$ cat config.mk
export PLATFORM = sky130hd
export DESIGN_NAME = axi_slave_mem
export DESIGN_NICKNAME = d
export VERILOG_FILES = /design/src/rtl/axi_slave_mem.sv
export SDC_FILE = /design/constraint.sdc
export NUM_CORES = 1
export LEC_CHECK = 0
export ABC_AREA = 1
export CAP_MARGIN = 5
export CORE_MARGIN = 5
export CORE_UTILIZATION = 30
export CTS_BUF_LIST = sky130_fd_sc_hd__clkbuf_2
export DETAILED_ROUTE_END_ITERATION = 10
export SYNTH_ARGS = -nofsm -noshare
export SYNTH_HDL_FRONTEND = slang
export SYNTH_SLANG_ARGS = --single-unit
$ cat constraint.sdc
create_clock -name aclk -period 5.4 [get_ports aclk]
set_input_delay 0.81 -clock aclk [delete_from_list [all_inputs] [get_ports aclk]]
set_output_delay 0.81 -clock aclk [all_outputs]
set_load 0.02 [all_outputs]
$ cat src/rtl/axi_slave_mem.sv
// axi_slave_mem: AXI4 slave backed by a DEPTH x 32-bit memory. Only one
// transaction is in flight at a time. Reads win over simultaneous writes.
// Out-of-range addresses, non-32-bit sizes and non-INCR bursts complete
// with SLVERR: reads return zero data and writes are dropped.
//
// Ports:
//   aclk, areset                          clock, synchronous active-high reset
//   araddr/arvalid/arlen/arsize/arburst   read address channel, arready out
//   rdata/rresp/rlast/rvalid              read data channel, rready in
//   awaddr/awvalid/awlen/awsize/awburst   write address channel, awready out
//   wdata/wstrb/wlast/wvalid              write data channel, wready out
//   bresp/bvalid                          write response channel, bready in
module axi_slave_mem #(
  parameter int         DEPTH       = 16,
  parameter logic [1:0] RESP_OKAY   = 2'b00,
  parameter logic [1:0] RESP_SLVERR = 2'b10
) (
  input  logic        aclk,
  input  logic        areset,
  input  logic [31:0] araddr,
  input  logic        arvalid,
  input  logic [7:0]  arlen,
  input  logic [2:0]  arsize,
  input  logic [1:0]  arburst,
  output logic        arready,
  output logic [31:0] rdata,
  output logic [1:0]  rresp,
  output logic        rlast,
  output logic        rvalid,
  input  logic        rready,
  input  logic [31:0] awaddr,
  input  logic        awvalid,
  input  logic [7:0]  awlen,
  input  logic [2:0]  awsize,
  input  logic [1:0]  awburst,
  output logic        awready,
  input  logic [31:0] wdata,
  input  logic [3:0]  wstrb,
  input  logic        wlast,
  input  logic        wvalid,
  output logic        wready,
  output logic [1:0]  bresp,
  output logic        bvalid,
  input  logic        bready
);

  localparam int AW = $clog2(DEPTH);

  typedef enum logic [1:0] {IDLE, RDATA, WDATA, WRESP} state_t;

  state_t        state_reg;
  logic [AW-1:0] ptr_reg;
  logic [7:0]    cnt_reg;
  logic [7:0]    len_reg;
  logic          err_reg;
  logic          rvalid_reg;
  logic          rlast_reg;
  logic [31:0]   rdata_reg;
  logic [1:0]    rresp_reg;
  logic          wready_reg;
  logic          bvalid_reg;
  logic [1:0]    bresp_reg;

  logic          ar_err;
  logic          aw_err;
  logic [AW-1:0] ar_idx;
  logic [AW-1:0] aw_idx;
  logic [AW-1:0] ptr_next;
  logic [AW-1:0] rd_addr;
  logic [31:0]   rd_word;
  logic          w_final;
  logic          wlast_bad;
  logic          wr_en;

  assign ar_err = (araddr >= 32'(4 * DEPTH)) || (arsize != 3'b010) || (arburst != 2'b01);
  assign aw_err = (awaddr >= 32'(4 * DEPTH)) || (awsize != 3'b010) || (awburst != 2'b01);
  assign ar_idx = araddr[AW+1:2];
  assign aw_idx = awaddr[AW+1:2];
  assign ptr_next = ptr_reg + AW'(1);

  // Handshake readiness is gated by reset so nothing is accepted while
  // areset is high, even though the state register already reads IDLE.
  assign arready = (state_reg == IDLE) && !areset;
  assign awready = (state_reg == IDLE) && !areset && !arvalid;

  // In IDLE the memory is read at the incoming AR index so the first beat
  // is ready one cycle after the handshake; during a burst it prefetches
  // the next word so the following beat can be loaded on retirement.
  assign rd_addr = (state_reg == IDLE) ? ar_idx : ptr_next;

  assign w_final   = (cnt_reg == len_reg);
  assign wlast_bad = (wlast != w_final);
  assign wr_en     = wready_reg && wvalid && !err_reg;

  // Memory is split into four byte lanes so each strobe bit owns its own
  // storage and write enable.
  genvar gi;
  generate
    for (gi = 0; gi < 4; gi++) begin : g_lane
      logic [7:0] lane_mem [DEPTH];

      always_ff @(posedge aclk) begin
        if (areset) begin
          for (int i = 0; i < DEPTH; i++) begin
            lane_mem[i] <= 8'd0;
          end
        end else if (wr_en && wstrb[gi]) begin
          lane_mem[ptr_reg] <= wdata[8*gi +: 8];
        end
      end

      assign rd_word[8*gi +: 8] = lane_mem[rd_addr];
    end
  endgenerate

  always_ff @(posedge aclk) begin
    if (areset) begin
      state_reg  <= IDLE;
      ptr_reg    <= '0;
      cnt_reg    <= 8'd0;
      len_reg    <= 8'd0;
      err_reg    <= 1'b0;
      rvalid_reg <= 1'b0;
      rlast_reg  <= 1'b0;
      rdata_reg  <= 32'd0;
      rresp_reg  <= 2'b00;
      wready_reg <= 1'b0;
      bvalid_reg <= 1'b0;
      bresp_reg  <= 2'b00;
    end else begin
      case (state_reg)
        IDLE: begin
          if (arvalid) begin
            state_reg  <= RDATA;
            ptr_reg    <= ar_idx;
            cnt_reg    <= 8'd0;
            len_reg    <= arlen;
            err_reg    <= ar_err;
            rvalid_reg <= 1'b1;
            rdata_reg  <= ar_err ? 32'd0 : rd_word;
            rresp_reg  <= ar_err ? RESP_SLVERR : RESP_OKAY;
            rlast_reg  <= (arlen == 8'd0);
          end else if (awvalid) begin
            state_reg  <= WDATA;
            ptr_reg    <= aw_idx;
            cnt_reg    <= 8'd0;
            len_reg    <= awlen;
            err_reg    <= aw_err;
            wready_reg <= 1'b1;
          end
        end
        RDATA: begin
          if (rready) begin
            if (rlast_reg) begin
              state_reg  <= IDLE;
              rvalid_reg <= 1'b0;
              rlast_reg  <= 1'b0;
              rdata_reg  <= 32'd0;
              rresp_reg  <= 2'b00;
            end else begin
              ptr_reg   <= ptr_next;
              cnt_reg   <= cnt_reg + 8'd1;
              rdata_reg <= err_reg ? 32'd0 : rd_word;
              rlast_reg <= ((cnt_reg + 8'd1) == len_reg);
            end
          end
        end
        WDATA: begin
          if (wvalid) begin
            // A misplaced wlast poisons the rest of the burst; the beat
            // count alone decides where the burst ends.
            if (wlast_bad) begin
              err_reg <= 1'b1;
            end
            if (w_final) begin
              state_reg  <= WRESP;
              wready_reg <= 1'b0;
              bvalid_reg <= 1'b1;
              bresp_reg  <= (err_reg || wlast_bad) ? RESP_SLVERR : RESP_OKAY;
            end else begin
              ptr_reg <= ptr_next;
              cnt_reg <= cnt_reg + 8'd1;
            end
          end
        end
        WRESP: begin
          if (bready) begin
            state_reg  <= IDLE;
            bvalid_reg <= 1'b0;
            bresp_reg  <= 2'b00;
          end
        end
        default: state_reg <= IDLE;
      endcase
    end
  end

  assign rvalid = rvalid_reg;
  assign rlast  = rlast_reg;
  assign rdata  = rdata_reg;
  assign rresp  = rresp_reg;
  assign wready = wready_reg;
  assign bvalid = bvalid_reg;
  assign bresp  = bresp_reg;

endmodule

# [Word level (Yosys, flattened, before mapping)]
# Memory sizes are Yosys's and may differ from the RTL's.
# Cells that the tools add are included.
[word_totals] reg_bits=63 latch_bits=0 ramBits=512 mem_bits_ro=0 input_bits=134 word_cells=163 memories=4
[mem_list] memory="g_lane[0].lane_mem" depth=16 word_bits=8 rd=1 rd_ports_with_merged_regs=0 wr=16 line_no="100" source="logic [7:0] lane_mem [DEPTH];"
[mem_list] memory="g_lane[1].lane_mem" depth=16 word_bits=8 rd=1 rd_ports_with_merged_regs=0 wr=16 line_no="100"
[mem_list] memory="g_lane[2].lane_mem" depth=16 word_bits=8 rd=1 rd_ports_with_merged_regs=0 wr=16 line_no="100"
[mem_list] memory="g_lane[3].lane_mem" depth=16 word_bits=8 rd=1 rd_ports_with_merged_regs=0 wr=16 line_no="100"
[op_classes] add_sub_neg=2 mul=0 div=0 n_lt_le_gt_ge=2 n_eq_ne=22 shift=0 mux=86 bitwise_logic=0 reduce_logical=35
[op_table] operator="32-bit 2-to-1 mux" count=5
[op_table] operator="8-bit 2-to-1 mux" count=12
[op_table] operator="32-bit by 7-bit greater-or-equal comparator with 1-bit output (second input constant)" count=2
[op_table] operator="32-bit case mux with 2 select lines" count=1
[op_table] operator="4-bit 2-to-1 mux" count=11
[op_table] operator="1-bit 2-to-1 mux" count=35
[op_table] operator="8-bit OR reduction" count=4
[op_table] operator="2-bit 2-to-1 mux" count=12
[op_table] operator="8-bit case mux with 3 select lines" count=1
[op_table] operator="2-bit inequality test (second input constant)" count=11
[op_table] operator="8-bit == test" count=2
[op_table] operator="4-bit case mux with 3 select lines" count=1
[op_table] operator="4-bit AND reduction" count=3
[op_table] operator="6-bit AND reduction" count=2
[op_table] operator="1-bit case mux with 2 select lines" count=5
[op_table] operator="8-bit by 1-bit adder with 8-bit output (second input constant)" count=1
[op_table] operator="1-bit logical AND" count=8
[op_table] operator="8-bit logical NOT" count=1
[op_table] operator="2-bit case mux with 2 select lines" count=2
[op_table] operator="2-bit case mux with 4 select lines" count=1
[op_table] operator="2-bit nonzero test" count=4
[op_table] operator="3-bit by 2-bit inequality test with 1-bit output (second input constant)" count=2
[op_table] operator="1-bit logical OR" count=5
[op_table] operator="5-bit AND reduction" count=1
[op_table] operator="other kinds (11)" count=15

# [Logic depth before layout (Yosys ltp)]
[depth] ltp_word=8 ltp_mapped=14

# [Worst setup path after synthesis]
# No wires, ideal clock.
[synth_path] path_kind="input to output" startpoint="in areset" endpoint="out arready" arrival_time_ns=1.521 setup_slack_ns=3.069 path_stages=3 n_path_buf=2 cell_sequence="clkbuf_1 > clkbuf_1 > nor2_1"
[synth_between] elab_chain_len=2
[synth_rtl] element="start: declaration" line_no="19" source="input logic areset,"
[synth_rtl] element="1-bit logical NOT" line_no="83" source="assign arready = (state_reg == IDLE) && !areset;"
[synth_rtl] element="1-bit logical AND" line_no="83"
[synth_rtl] element="end: declaration" line_no="25" source="output logic arready,"
# No other way between the ends.

# [Worst setup path in the final report]
[layout_path] startpoint="reg state_reg[0]" endpoint="out awready"
[layout_between] elab_chain_len=3
[layout_rtl] element="start: declaration" line_no="51" source="state_t state_reg;"
[layout_rtl] element="start signal: assignment" line_no="118" source="state_reg <= IDLE;"
[layout_rtl] element="start signal: assignment" line_no="134" source="state_reg <= RDATA;"
[layout_rtl] element="start signal: assignment" line_no="144" source="state_reg <= WDATA;"
[layout_rtl] element="2-bit logical NOT" line_no="84" source="assign awready = (state_reg == IDLE) && !areset && !arvalid;"
[layout_rtl] element="1-bit logical AND (2 in series)" line_no="84"
[layout_rtl] element="end: declaration" line_no="36" source="output logic awready,"
# No other way between the ends.

==> flow_metrics.py <==
metrics = {
    "timing": {
        "final.period_utilization_pct": 73.8,
        "slew_headroom_pct": 13.2,
        "worstMarginPinSlew_ns": 1.30,
        "setup_tns_ns": 0,
        "fmax_ghz": 0.251,
        "drv_slew": 0,
        "skew_ns": 0.0755,
        "hold_viol": 0,
        "rsz0062_at_grt": "no",
        "setup_violations": 0,
        "finalCriticalPeriod_ns": 3.98,
    },
    "power": {
        "power_density_nw_per_um2": 430,
        "ir_drop_v": 0.000511,
        "power.leakage_nw": 11.9,
    },
    "synth": {
        "ys_ff_latch": 573,
        "yosys_warnings": 0,
        "synth_area_per_cell_um2": 9.22,
        "synthesis.area_um2": 26300,
        "netlist_instances": 2855,
        "synth_cell_types": 32,
        "ys_seq_area_share_pct": 63.1,
    },
    "worst_hold_path": {
        "hold_class": "in -> reg",
    },
    "floorplan": {
        "die-area_um2": 93700,
        "num_rows": 108,
        "fp.coreArea_um2": 86900,
        "die_w_um": 306,
        "die_y_um": 306,
        "io_pins": 176,
        "start_util_pct": 30.3,
    },
    "cells_and_area": {
        "nets": 3185,
        "nFillCells": 8878,
        "layout-drive-gt1-share_pct": 8.66,
        "area_growth_pct": 15.1,
        "largest_register_ffs": 512,
        "final_area_um2": 30300,
    },
    "setup_path": {
        "max_stage_delay_ns": 0.66,
        "critPathArrivalTime_ns": 3.17,
        "path_cells": "inv_1 -> ha_1 -> buf_4 -> inv_2 -> nor3_1 -> clkdlybuf4s50_1",
        "cp_top_family": "buffers and inverters",
        "crit_fanout": 13,
        "path_class": "reg -> out",
        "end_kind": "output port",
        "startpoint_type": "flop",
        "cp.required_ns": 4.59,
        "crit_buf_inv": 4,
        "cp_slowest_cell": "clkdlybuf4s50_1",
    },
    "placed_design": {
        "place_hpwl_mm": 48.9,
        "numPortBuffers": 171,
        "gpl.final_weighted_congestion": 0.819,
        "post_dp_cell_area_um2": 28900,
    },
    "global_route": {
        "first_global_vias": 20462,
        "antenna_found_initial": 11,
        "grt_max_degree": 131,
        "grt_usage_pct": 16.3,
        "gr-total-overflow": 0,
        "grt_pass1_wl_mm": 118,
    },
    "route": {
        "first_iter_violations": 1971,
        "dr.pass1.iters": 5,
        "post_drt_via_cell_ratio": 4.84,
        "wire_per_inst_um": 18.2,
        "detailroute.via_count": 20844,
        "wl_mm": 78.2,
        "drc_errors": 0,
        "ant_nets": 0,
    },
    "clock_tree": {
        "htreeDepth": 4,
        "clk_pin_slew_ns": 0.10,
        "clock-root-buffer": "clkbuf_2",
        "numClockSinks": 573,
        "cts_tree": "done",
        "cts_buffers": 149,
        "clk_latency_ns": 1.33,
        "clk_path_buf_depth": 3,
    },
    "status": {
        "status": "complete, no violations",
    },
    "flow_run": {
        "cap_violations": 0,
    },
}
[final timing paths]
kind | slack (ns) | end | startpoint | depth (start not counted)
worst max-delay path | 1.42 | awready | state_reg[0] | 6
worst min-delay path | 0.19 | len_reg[6] | arlen[6] | 3
worst max register to register | 1.91 | rdata[13] | state_reg[0] | 13
worst min register to register | 0.47 | rdata[4] | rdata[4] | 2
[synth_stat cells]
cell type | n | area share, %
edfxtp_1 | 512 | 58
conb_1 | 1 | 0.014
inv_1 | 92 | 1.3
nand3b_1 | 2 | 0.057
o21ai_0 | 40 | 0.76
buf_4 | 10 | 0.29
or2_1 | 1 | 0.024
nor3_1 | 4 | 0.076
clkbuf_1 | 57 | 0.81
nor2_2 | 2 | 0.048
nor2_1 | 605 | 8.6
a211oi_1 | 1 | 0.029
o22ai_1 | 2 | 0.048
xnor2_1 | 4 | 0.13
a31oi_1 | 2 | 0.048
inv_2 | 4 | 0.057
nand3_1 | 495 | 9.4
buf_2 | 94 | 1.8
o21ai_2 | 4 | 0.13
a41oi_1 | 1 | 0.033
nor4_1 | 1 | 0.024
or2_2 | 1 | 0.024
buf_1 | 3 | 0.043
nand2_1 | 772 | 11
a21oi_1 | 53 | 1.0
ha_1 | 11 | 0.52
buf_6 | 4 | 0.17
nand4_1 | 9 | 0.21
xor2_1 | 4 | 0.13
o211ai_1 | 2 | 0.057
o21a_1 | 1 | 0.029
dfxtp_1 | 61 | 4.6
[per-layer routing]
layer,track usage (%),wire [um],vias up
li1,-,-,10022
met1,20.7,32100,9785
met2,26.1,36400,866
met3,5.26,7350,157
met4,6.11,2260,14
met5,0,88,-
[tightest hold or removal path, cell delays in order]
cell and delay (ns):
clkdlybuf4s50_1 0.44, nand2_1 0.08, a31oi_1 0.08
[what timing repair did]
action                    CTS  global route
hold endpoints to repair   19             0
hold buffers                4             0
buffers inserted            0             0
resized for setup           0             0
[through the flow]
stage	hold WS [ns]	utilization [%]	setup WS, ns	total power [mW]	instances
finish	0.187	34.9	1.42	13.0	4303
global route	0.111	34.9	1.18	13.8	4300
CTS	0.0110	34.8	1.20	13.1	4296
detailed placement	0.457	33.3	1.48	10.1	4040
global placement	0.453	33.3	1.52	10.1	4040
floorplan	0.444	-	3.07	8.58	2856
[area by class of cell]
cell class              instances  area, um2  area share, %
well taps                    1155       1450           4.77
inverters                      96        370           1.22
repair buffers                201       1980           6.53
diodes                          7       17.5         0.0578
flip-flops and latches        573      16600           54.8
clock inverters                33        209          0.690
multi-input cells            2019       8580           28.3
clock buffers                 219       1100           3.62
[power breakdown]
part           switching (mW)  internal, mW
clock network            1.80          1.17
logic                    3.48          1.38
registers               0.128          5.06
[kinds of logic (layout without fill, tap and decap cells)]
logic type | Yosys count | after routing | share of synthesized area, %
flip-flops | 573 | 573 | 63.1
other | 1 | 9 | 0.0142
XOR/XNOR | 8 | 8 | 0.266
buffers and inverters | 264 | 549 | 4.47
adder cells (fa/ha/maj) | 11 | 11 | 0.523
AND/OR/NAND/NOR | 1892 | 1892 | 29.5
AO/OA/AOI/OAI | 106 | 106 | 2.14
[cells in the final DEF, fill, tap and decap left out, types with 23 or more instances in the layout]
master           Yosys  routed
edfxtp_1           512     512
clkbuf_2             0     219
nand3_1            495     495
o21ai_0             40      40
inv_1               92      90
dfxtp_1             61      61
nor2_1             605     605
buf_4               10      23
nand2_1            772     772
clkdlybuf4s50_1      0     170
a21oi_1             53      53
No activity file was read; power rests on OpenSTA's default activity.
